[config.mk]
export PLATFORM = sky130hd
export DESIGN_NAME = branch_resolve_unit_flat
export DESIGN_NICKNAME = d
export VERILOG_FILES = /design/src/rtl/br_resolve_if.sv /design/src/rtl/branch_resolve_unit.sv /design/src/flat_wrapper.sv
export SDC_FILE = /design/constraint.sdc
export NUM_CORES = 1
export LEC_CHECK = 0
export CORE_MARGIN = 3
export CORE_UTILIZATION = 49
export CTS_CLUSTER_DIAMETER = 200
export DETAILED_ROUTE_END_ITERATION = 16
export GPL_TIMING_DRIVEN = 1
export MAX_ROUTING_LAYER = met4
export PLACE_DENSITY = 0.82
export SYNTH_ARGS = -nofsm -noshare
export SYNTH_HDL_FRONTEND = slang
export SYNTH_SLANG_ARGS = --single-unit
[constraint.sdc]
create_clock -name clk -period 3.2 [get_ports clk]
set_clock_uncertainty 0.1 [all_clocks]
set_input_delay 0.32 -clock clk [delete_from_list [all_inputs] [get_ports clk]]
set_output_delay 0.32 -clock clk [all_outputs]
set_load 0.1 [all_outputs]
[src/rtl/br_resolve_if.sv]
// Execute-stage branch resolution bundle: branch operands in, resolution,
// flush, redirect handshake and statistics out.
interface br_resolve_if #(
    parameter int XLEN  = 32,
    parameter int CNT_W = 16
);
    logic             br_valid_i;
    logic             br_ready_o;
    logic [2:0]       br_funct3_i;
    logic [XLEN-1:0]  br_pc_i;
    logic [XLEN-1:0]  br_imm_i;
    logic             br_pred_taken_i;
    logic [2:0]       scomp_i;
    logic [2:0]       ucomp_i;
    logic             resolve_valid_o;
    logic             resolve_taken_o;
    logic             mispredict_o;
    logic             flush_o;
    logic             redirect_valid_o;
    logic             redirect_ready_i;
    logic [XLEN-1:0]  redirect_pc_o;
    logic             err_o;
    logic [CNT_W-1:0] branch_cnt_o;
    logic [CNT_W-1:0] mispred_cnt_o;

    // Pipeline / fetch side: supplies the branch and accepts the redirect.
    modport master (
        output br_valid_i, br_funct3_i, br_pc_i, br_imm_i, br_pred_taken_i,
               scomp_i, ucomp_i, redirect_ready_i,
        input  br_ready_o, resolve_valid_o, resolve_taken_o, mispredict_o,
               flush_o, redirect_valid_o, redirect_pc_o, err_o,
               branch_cnt_o, mispred_cnt_o
    );

    // Branch resolve unit side.
    modport slave (
        input  br_valid_i, br_funct3_i, br_pc_i, br_imm_i, br_pred_taken_i,
               scomp_i, ucomp_i, redirect_ready_i,
        output br_ready_o, resolve_valid_o, resolve_taken_o, mispredict_o,
               flush_o, redirect_valid_o, redirect_pc_o, err_o,
               branch_cnt_o, mispred_cnt_o
    );
endinterface

[src/rtl/branch_resolve_unit.sv]
// Resolves B-type branches from comparator results, checks the fetch prediction
// and issues a flush plus a held redirect request on a mispredict.
module branch_resolve_unit #(
    parameter int CNT_W = 16,
    parameter int XLEN  = 32
) (
    input logic        clk,
    input logic        rst,
    br_resolve_if.slave bus
);
    typedef enum logic {
        IDLE     = 1'b0,
        REDIRECT = 1'b1
    } state_t;

    state_t          state;
    logic [2:0]      sel_cmp;
    logic            cmp_onehot;
    logic            funct3_bad;
    logic            illegal;
    logic            taken;
    logic            mispredict;
    logic [XLEN-1:0] target;

    function automatic logic [CNT_W-1:0] sat_inc(input logic [CNT_W-1:0] v);
        return (&v) ? v : v + CNT_W'(1);
    endfunction

    always_comb begin
        // NOTE: every always_comb output gets a default first so no path can infer a latch.
        taken      = 1'b0;
        sel_cmp    = (bus.br_funct3_i[2:1] == 2'b11) ? bus.ucomp_i : bus.scomp_i;
        cmp_onehot = (sel_cmp == 3'b001) || (sel_cmp == 3'b010) || (sel_cmp == 3'b100);
        funct3_bad = (bus.br_funct3_i[2:1] == 2'b01);
        illegal    = funct3_bad || !cmp_onehot;
        case (bus.br_funct3_i)
            3'b000:  taken =  sel_cmp[1];
            3'b001:  taken = !sel_cmp[1];
            3'b100:  taken =  sel_cmp[0];
            3'b101:  taken = !sel_cmp[0];
            3'b110:  taken =  sel_cmp[0];
            3'b111:  taken = !sel_cmp[0];
            default: taken = 1'b0;
        endcase
        mispredict = taken ^ bus.br_pred_taken_i;
        target     = taken ? bus.br_pc_i + bus.br_imm_i : bus.br_pc_i + XLEN'(4);
    end

    // NOTE: state and outputs use non-blocking assignments so every output is a clean flop.
    always_ff @(posedge clk) begin
        if (rst) begin
            state                <= IDLE;
            bus.br_ready_o       <= 1'b1;
            bus.resolve_valid_o  <= 1'b0;
            bus.resolve_taken_o  <= 1'b0;
            bus.mispredict_o     <= 1'b0;
            bus.flush_o          <= 1'b0;
            bus.err_o            <= 1'b0;
            bus.redirect_valid_o <= 1'b0;
            bus.redirect_pc_o    <= '0;
            bus.branch_cnt_o     <= '0;
            bus.mispred_cnt_o    <= '0;
        end else begin
            bus.resolve_valid_o <= 1'b0;
            bus.resolve_taken_o <= 1'b0;
            bus.mispredict_o    <= 1'b0;
            bus.flush_o         <= 1'b0;
            bus.err_o           <= 1'b0;
            case (state)
                IDLE: begin
                    if (bus.br_valid_i) begin
                        bus.resolve_valid_o <= 1'b1;
                        if (illegal) begin
                            bus.err_o <= 1'b1;
                        end else begin
                            bus.resolve_taken_o <= taken;
                            bus.branch_cnt_o    <= sat_inc(bus.branch_cnt_o);
                            if (mispredict) begin
                                bus.mispredict_o     <= 1'b1;
                                bus.flush_o          <= 1'b1;
                                bus.redirect_valid_o <= 1'b1;
                                bus.redirect_pc_o    <= target;
                                bus.mispred_cnt_o    <= sat_inc(bus.mispred_cnt_o);
                                bus.br_ready_o       <= 1'b0;
                                state                <= REDIRECT;
                            end
                        end
                    end
                end
                REDIRECT: begin
                    // Target stays on redirect_pc_o until fetch takes it.
                    if (bus.redirect_ready_i) begin
                        bus.redirect_valid_o <= 1'b0;
                        bus.br_ready_o       <= 1'b1;
                        state                <= IDLE;
                    end
                end
                default: begin
                    state          <= IDLE;
                    bus.br_ready_o <= 1'b1;
                end
            endcase
        end
    end
endmodule

[src/flat_wrapper.sv]
// flat-port wrapper written by rule: the top's interface ports become plain ports
module branch_resolve_unit_flat 
#(
    parameter int CNT_W = 16,
    parameter int XLEN  = 32
)
  (clk, rst, bus_br_valid_i, bus_br_funct3_i, bus_br_pc_i, bus_br_imm_i, bus_br_pred_taken_i, bus_scomp_i, bus_ucomp_i, bus_redirect_ready_i, bus_br_ready_o, bus_resolve_valid_o, bus_resolve_taken_o, bus_mispredict_o, bus_flush_o, bus_redirect_valid_o, bus_redirect_pc_o, bus_err_o, bus_branch_cnt_o, bus_mispred_cnt_o);
  br_resolve_if #(.XLEN(XLEN), .CNT_W(CNT_W)) bus_i ();
  input logic clk;
  input logic rst;
  input wire logic [$bits(bus_i.br_valid_i)-1:0] bus_br_valid_i;
  input wire logic [$bits(bus_i.br_funct3_i)-1:0] bus_br_funct3_i;
  input wire logic [$bits(bus_i.br_pc_i)-1:0] bus_br_pc_i;
  input wire logic [$bits(bus_i.br_imm_i)-1:0] bus_br_imm_i;
  input wire logic [$bits(bus_i.br_pred_taken_i)-1:0] bus_br_pred_taken_i;
  input wire logic [$bits(bus_i.scomp_i)-1:0] bus_scomp_i;
  input wire logic [$bits(bus_i.ucomp_i)-1:0] bus_ucomp_i;
  input wire logic [$bits(bus_i.redirect_ready_i)-1:0] bus_redirect_ready_i;
  output wire logic [$bits(bus_i.br_ready_o)-1:0] bus_br_ready_o;
  output wire logic [$bits(bus_i.resolve_valid_o)-1:0] bus_resolve_valid_o;
  output wire logic [$bits(bus_i.resolve_taken_o)-1:0] bus_resolve_taken_o;
  output wire logic [$bits(bus_i.mispredict_o)-1:0] bus_mispredict_o;
  output wire logic [$bits(bus_i.flush_o)-1:0] bus_flush_o;
  output wire logic [$bits(bus_i.redirect_valid_o)-1:0] bus_redirect_valid_o;
  output wire logic [$bits(bus_i.redirect_pc_o)-1:0] bus_redirect_pc_o;
  output wire logic [$bits(bus_i.err_o)-1:0] bus_err_o;
  output wire logic [$bits(bus_i.branch_cnt_o)-1:0] bus_branch_cnt_o;
  output wire logic [$bits(bus_i.mispred_cnt_o)-1:0] bus_mispred_cnt_o;
  assign bus_i.br_valid_i = bus_br_valid_i;
  assign bus_i.br_funct3_i = bus_br_funct3_i;
  assign bus_i.br_pc_i = bus_br_pc_i;
  assign bus_i.br_imm_i = bus_br_imm_i;
  assign bus_i.br_pred_taken_i = bus_br_pred_taken_i;
  assign bus_i.scomp_i = bus_scomp_i;
  assign bus_i.ucomp_i = bus_ucomp_i;
  assign bus_i.redirect_ready_i = bus_redirect_ready_i;
  assign bus_br_ready_o = bus_i.br_ready_o;
  assign bus_resolve_valid_o = bus_i.resolve_valid_o;
  assign bus_resolve_taken_o = bus_i.resolve_taken_o;
  assign bus_mispredict_o = bus_i.mispredict_o;
  assign bus_flush_o = bus_i.flush_o;
  assign bus_redirect_valid_o = bus_i.redirect_valid_o;
  assign bus_redirect_pc_o = bus_i.redirect_pc_o;
  assign bus_err_o = bus_i.err_o;
  assign bus_branch_cnt_o = bus_i.branch_cnt_o;
  assign bus_mispred_cnt_o = bus_i.mispred_cnt_o;
  branch_resolve_unit #(.CNT_W(CNT_W), .XLEN(XLEN)) u_core (.clk(clk), .rst(rst), .bus(bus_i));
endmodule
==> impl_metrics.csv, run 1 <==
group,metric,value,unit
status,run_status,"finished clean",
detailed_routing,dr_total_vias,6014,
synthesis,ys.flop_type,"dfxtp_1",
cells_and_area,n_antenna_cell,0,
setup_path,cp.required,3370,ps
synthesis,avgSynthCellArea,7.69,um2
synthesis,synth_edf_count,0,
global_routing,grt_overflow,0,
global_routing,grt_pass1_wl,27600,um
global_routing,grt_max_degree,68,
setup_path,rr_startpoint,"u_core.bus.mispred_cnt_o[3]",
clock_network,numClockSinks,71,
timing,fin_crit,3040,ps
setup_path,endpoint_kind,"flip-flop",
detailed_routing,routed_via_density,6.00,
setup_path,cp_max_fo,3,
flow_run,maxCapViolCount,0,
setup_path,critPathKind,"in2reg",
detailed_routing,totalWireLength,17300,um
cells_and_area,synthToLayoutAreaGrowth,41.0,%
detailed_routing,first_pass_iters,5,
min_path,hp-class,"in2reg",
placed_design,dp_hpwl,13100,um
floorplanning,initial_core_util,50.8,%
setup_path,startpoint,"bus_br_pc_i[0]",
placed_design,io_buffers,148,
clock_network,cts_tree,"done",
placed_design,dpl_cell_area,0.00718,mm2
cells_and_area,regMostFlops,"u_core.bus.redirect_pc_o",
clock_network,ctsLongestPathBuffers,2,
global_routing,grt_pass1_vias,5837,
cells_and_area,design_area,0.00746,mm2
timing,hold_violations,0,
timing,worst_pin_slew,997,ps
timing,fmax,329,MHz
cells_and_area,largest_register_ffs,32,
synthesis,syn-cell-area,0.00529,mm2
detailed_routing,avgRoutedWirePerCell,17.2,um
synthesis,async_flop_share,0,%
clock_network,htreeDepth,3,
synthesis,synth_cell_type_count,60,
setup_path,reg2regPathDepth,8,
floorplanning,io_pins,149,
floorplanning,rows,37,
global_routing,antenna_found_initial,0,
cells_and_area,drive_gt1_share,10.1,%
synthesis,yosys_warnings,0,
clock_network,clockRootBuffer,"clkbuf_8",
floorplanning,die_h,110,um
timing,whs,325,ps
timing,period_share,94.9,%
clock_network,path_clk_slew,90,ps
timing,slew_headroom,33.4,%
setup_path,rr_endpoint,"u_core.bus.mispred_cnt_o[15]",
clock_network,insertion_delay,360,ps
pwr,power.leakage,2.89,nW
pwr,p_per_area,384,mW/mm2
pwr,ir_drop,247,uV
detailed_routing,drc,0,
cells_and_area,fill_cells,841,
floorplanning,dieArea,0.0121,mm2
synthesis,ys_seq_area_share,26.9,%
synthesis,syn-instance-count,688,
setup_path,startpoint_type,"input pin",
timing,setup_viol,0,
synthesis,synth-seq-cells,71,
synthesis,synth_fp_nets,801,
detailed_routing,antenna_left,0,
timing,maxSlewViolCount,0,
setup_path,r2r_slack,490,ps
cells_and_area,finalNetCount,975,
cells_and_area,reg_top3,"u_core.bus.redirect_pc_o x32, u_core.bus.branch_cnt_o x16, u_core.bus.mispred_cnt_o x16",
floorplanning,die-width,110,um
timing,fin_ws,162,ps
detailed_routing,drtIter0Drc,482,
placed_design,pre_cts_ws,-332,ps
placed_design,gp_congestion,0.959,
setup_path,worstSetupEndpoint,"u_core.bus.redirect_pc_o[24]",
timing,rsz0062_at_grt,"false",
floorplanning,coreArea,0.0104,mm2
global_routing,grt.total_usage,29.4,%
clock_network,cts_made_buffers,9,
setup_path,cp.arrival,3210,ps
-- worst max-delay path, cell delays in order --
cell,delay [ps]
clkdlybuf4s50_1,450
ha_1,240
fa_1,400
a21o_1,220
a221oi_1,250
buf_4,160
a21o_1,170
a2bb2oi_4,190
o31ai_2,120
a221o_1,310
xnor2_1,130
a211oi_1,250
-- final cells by class --
| cell class | instances | area (um2) | share of cell area (%) |
|---|---|---|---|
| multi-input cells | 574 | 3740 | 50.1 |
| inverters | 10 | 37.5 | 0.503 |
| repair buffers | 196 | 1850 | 24.8 |
| flip-flops and latches | 71 | 1420 | 19.1 |
| clock inverters | 7 | 120 | 1.61 |
| clock buffers | 9 | 124 | 1.66 |
| well taps | 136 | 170 | 2.28 |
-- stage by stage --
stage	TNS [ps]	std cells	power, mW	utilization (%)
2_1_floorplan	0	688	1.58	-
3_3_place_gp	-922	987	1.93	68.9
3_5_place_dp	-1410	987	1.94	68.9
4_1_cts	0	1003	2.84	71.3
5_1_grt	0	1003	2.98	71.6
6_report	0	1003	2.86	71.6
-- cell usage in the layout (no fill, tap or decap), drive strengths merged, types with 4 or more instances in the layout --
cell type,count
nand3,36
o21a,4
clkdlybuf4s50,137
clkbuf,9
and3,15
a311oi,5
nor2b,4
nand4,22
a221oi,4
nand2,59
o21bai,5
a21o,16
inv,11
nor3,26
and2,5
a211oi,18
nor4,4
o22ai,7
dfxtp,71
buf,59
or3,12
xor2,45
a21oi,57
nor2,78
o21ai,29
mux2i,5
o31ai,4
and4,9
a31oi,9
ha,34
xnor2,30
-- synthesized netlist by cell type, drive strengths merged (5+ instances only) --
master / instances / share of area [%]
nor3: 26 / 2.5
xor2: 45 / 7.4
a31oi: 9 / 1.1
nand4: 22 / 2.6
nor2: 78 / 5.8
nand2: 59 / 4.2
and4: 9 / 1.5
dfxtp: 71 / 27
a21o: 16 / 2.3
and2: 5 / 0.59
a211oi: 18 / 2.8
inv: 10 / 0.71
clkbuf: 24 / 1.7
o21ai: 29 / 2.7
and3: 15 / 1.8
or3: 12 / 1.4
o22ai: 7 / 0.83
ha: 34 / 8.0
nand3: 36 / 3.4
buf: 9 / 0.85
a21oi: 57 / 5.4
o21bai: 5 / 0.71
mux2i: 5 / 0.95
a311oi: 5 / 0.83
xnor2: 30 / 5.0
-- timing repair --
item / in CTS / in global routing
resized for setup: 0 / 5
hold buffers: 0 / 0
setup endpoints to repair: 0 / 5
setup buffers: 0 / 0
-- worst min path at each step --
stage	cells past startpoint	start	endpoint
floorplan	1	rst	u_core.bus.mispredict_o
global placement	2	u_core.bus.redirect_valid_o	u_core.bus.redirect_valid_o
detailed placement	2	u_core.bus.redirect_pc_o[10]	u_core.bus.redirect_pc_o[10]
CTS	3	rst	u_core.bus.br_ready_o
global route	3	rst	u_core.bus.br_ready_o
finish	3	rst	u_core.bus.br_ready_o
-- routing by layer --
metal	part of all wire, %	GRT usage [%]	routed length, um
met2	47	48.1	8170
met1	42	35.7	7260
met5	0	-	0
met4	2.9	12.1	497
met3	7.8	5.05	1360
-- power breakdown --
part | internal [mW] | switching (mW)
sequential | 0.912 | 0.0200
combinational | 0.397 | 0.619
clock | 0.521 | 0.392
total | 1.83 | 1.03
-- logic make-up (layout without fill, tap and decap cells) --
group	Yosys count	in the layout	synth area share, %
simple gates	278	278	25.8
compound gates	181	181	22.3
xor+xnor	75	75	12.4
flops	71	71	26.9
buf+inv	43	222	3.26
fa+ha+maj	35	35	8.42
mux	5	5	0.946
(Power assumes the default switching activity.)
==> run 2: changes to the inputs <==
CORE_MARGIN = default   (was 3)
==> run 2 against run 1 <==
Die area fell by 7.1%; first-iteration DRC count fell by 29%; wire length fell by 3.1%; sequential power barely moved; count of clock-buffer cells in the layout did not move; non-clock buffer count fell by 4; critical path type unchanged; global-route usage rose by 1.8 points; worst setup slack improved by 36 ps; core utilization fell by 1.1 points; worst hold slack got worse by 18 ps; combinational power barely moved.
==> impl_metrics.csv, run 2 (synthesized netlist as in run 1, its figures left out) <==
group,metric,value,unit
status,run_status,"finished clean",
detailed_routing,totalWireLength,16800,um
setup_path,cp_num_buf_inv,2,
pwr,power.leakage,2.82,nW
clock_network,cts_made_buffers,9,
clock_network,path_clk_slew,80,ps
placed_design,dp_hpwl,12800,um
cells_and_area,final_util,70.5,%
setup_path,crit_family,"compound AO/OA/AOI/OAI gates",
global_routing,grt.total_usage,31.2,%
floorplanning,io_pins,149,
timing,setup_viol,0,
setup_path,r2r_slack,560,ps
pwr,ir_drop,182,uV
pwr,power,2.64,mW
timing,maxSlewViolCount,0,
timing,fin_crit,3000,ps
detailed_routing,drc,0,
setup_path,critPathKind,"in2reg",
detailed_routing,first_pass_iters,5,
clock_network,insertion_delay,360,ps
detailed_routing,dr_total_vias,5989,
setup_path,endpoint_kind,"flip-flop",
global_routing,grt_pass1_vias,5723,
floorplanning,die-width,106,um
setup_path,cp.required,3370,ps
timing,worst_pin_slew,1000,ps
floorplanning,die_h,106,um
detailed_routing,drtIter0Drc,340,
timing,fmax,333,MHz
global_routing,grt_overflow,0,
min_path,hp-class,"in2reg",
setup_path,path_cells,"clkdlybuf4s50_1 > ha_1 > fa_1 > a21o_1 > a221oi_2 > buf_4 > a21o_1 > a2bb2oi_2 > o31ai_2 > a221o_1 > xnor2_1 > a211oi_1",
clock_network,ctsLongestPathBuffers,2,
cells_and_area,finalNetCount,971,
cells_and_area,final_common_cell,"clkdlybuf4s50_1",
detailed_routing,antenna_left,0,
cells_and_area,drive_gt1_share,9.40,%
timing,period_share,93.8,%
setup_path,cp.arrival,3170,ps
global_routing,antenna_found_initial,0,
setup_path,cp_max_fo,3,
timing,whs,307,ps
floorplanning,rows,37,
flow_run,maxCapViolCount,0,
placed_design,io_buffers,148,
detailed_routing,avgRoutedWirePerCell,16.8,um
floorplanning,initial_core_util,50.8,%
floorplanning,coreArea,0.0104,mm2
cells_and_area,largest_register_ffs,32,
clock_network,clockRootBuffer,"clkbuf_8",
cells_and_area,regMostFlops,"u_core.bus.redirect_pc_o",
clock_network,htreeDepth,3,
cells_and_area,reg_top3,"u_core.bus.redirect_pc_o x32, u_core.bus.branch_cnt_o x16, u_core.bus.mispred_cnt_o x16",
placed_design,gp_congestion,1.01,
setup_path,critPathSlowestCell,"clkdlybuf4s50_1",
timing,slew_headroom,32.8,%
setup_path,path_common_cell,"a21o_1",
pwr,p_per_area,360,mW/mm2
timing,tns,0,ps
setup_path,startpoint_type,"input pin",
timing,hold_violations,0,
cells_and_area,final_cell_mix,"clkdlybuf4s50_1, nor2_1, dfxtp_1, nand2_1, a21oi_1",
timing,rsz0062_at_grt,"false",
detailed_routing,routed_via_density,6.00,
global_routing,grt_pass1_wl,27400,um
setup_path,cp_slowest_stage_delay,440,ps
cells_and_area,synthToLayoutAreaGrowth,38.7,%
cells_and_area,n_antenna_cell,0,
global_routing,grt_max_degree,68,
floorplanning,dieArea,0.0112,mm2
clock_network,cts_tree,"done",
clock_network,numClockSinks,71,
[run 2: cell count changes in the layout (fill, tap and decap cells not counted), moves of 2 or more]
cell / before / now
buf_4: 55 / 51
buf_12: 3 / 1
clkdlybuf4s50_1: 137 / 139
clkinvlp_4: 1 / 3
bufinv_16: 3 / 1
[run 2: cell type report]
cell class,count,area (um2)
fillers,867,3080
repair buffers,192,1800
clock buffers,9,124
well taps,136,170
inverters,10,37.5
clock inverters,6,62.6
flip-flops and latches,71,1420
multi-input cells,574,3720
[run 2: stage by stage]
stage               std cells  setup WS [ps]  area [um2]
floorplan                 688            117        5290
global placement          983           -190        7130
detailed placement        983           -303        7130
CTS                       998           34.3        7320
global route              998          0.923        7340
finish                    998            198        7340
[run 2: worst min-delay path: cells and delay by family]
kind / cells / cell delay (ps)
AO/OA/AOI/OAI: 1 / 130
buffers and inverters: 2 / 280
[run 2: metal layers]
metal,wire length [um],GRT usage [%],vias up,share of wire (%)
met5,0,-,-,0
met4,434,11.6,0,2.6
met3,1230,4.78,46,7.3
met2,7950,51.4,283,47
met1,7140,38.7,2797,43
li1,-,-,2863,-
[run 2: power by group]
group	total (mW)	switching [mW]	leakage, nW	internal (mW)
clock network	0.718	0.366	0.0871	0.353
logic	0.993	0.611	2.16	0.382
registers	0.932	0.0202	0.575	0.912
total	2.64	0.997	2.82	1.65
[run 2: worst paths after layout]
path	startpoint	endpoint	cells past startpoint
setup / recovery	bus_br_pc_i[0]	u_core.bus.redirect_pc_o[24]	12
hold / removal	rst	u_core.bus.br_ready_o	3
hold reg to reg	u_core.bus.redirect_pc_o[10]	u_core.bus.redirect_pc_o[10]	2
setup reg to reg	u_core.bus.mispred_cnt_o[3]	u_core.bus.mispred_cnt_o[15]	8
[run 2: what timing repair did]
item	in CTS	in global routing
resized for setup	0	4
setup endpoints to repair	0	3
buffers inserted	0	0
hold buffers	0	0
endpoints found under the hold margin	0	0
==> run 3: changes to the inputs <==
CAP_MARGIN = 30   (was default)
CTS_CLUSTER_DIAMETER = 150   (was 200)
==> results of run 3 <==
Final layout, timing and power as in run 2 (identical DEF).
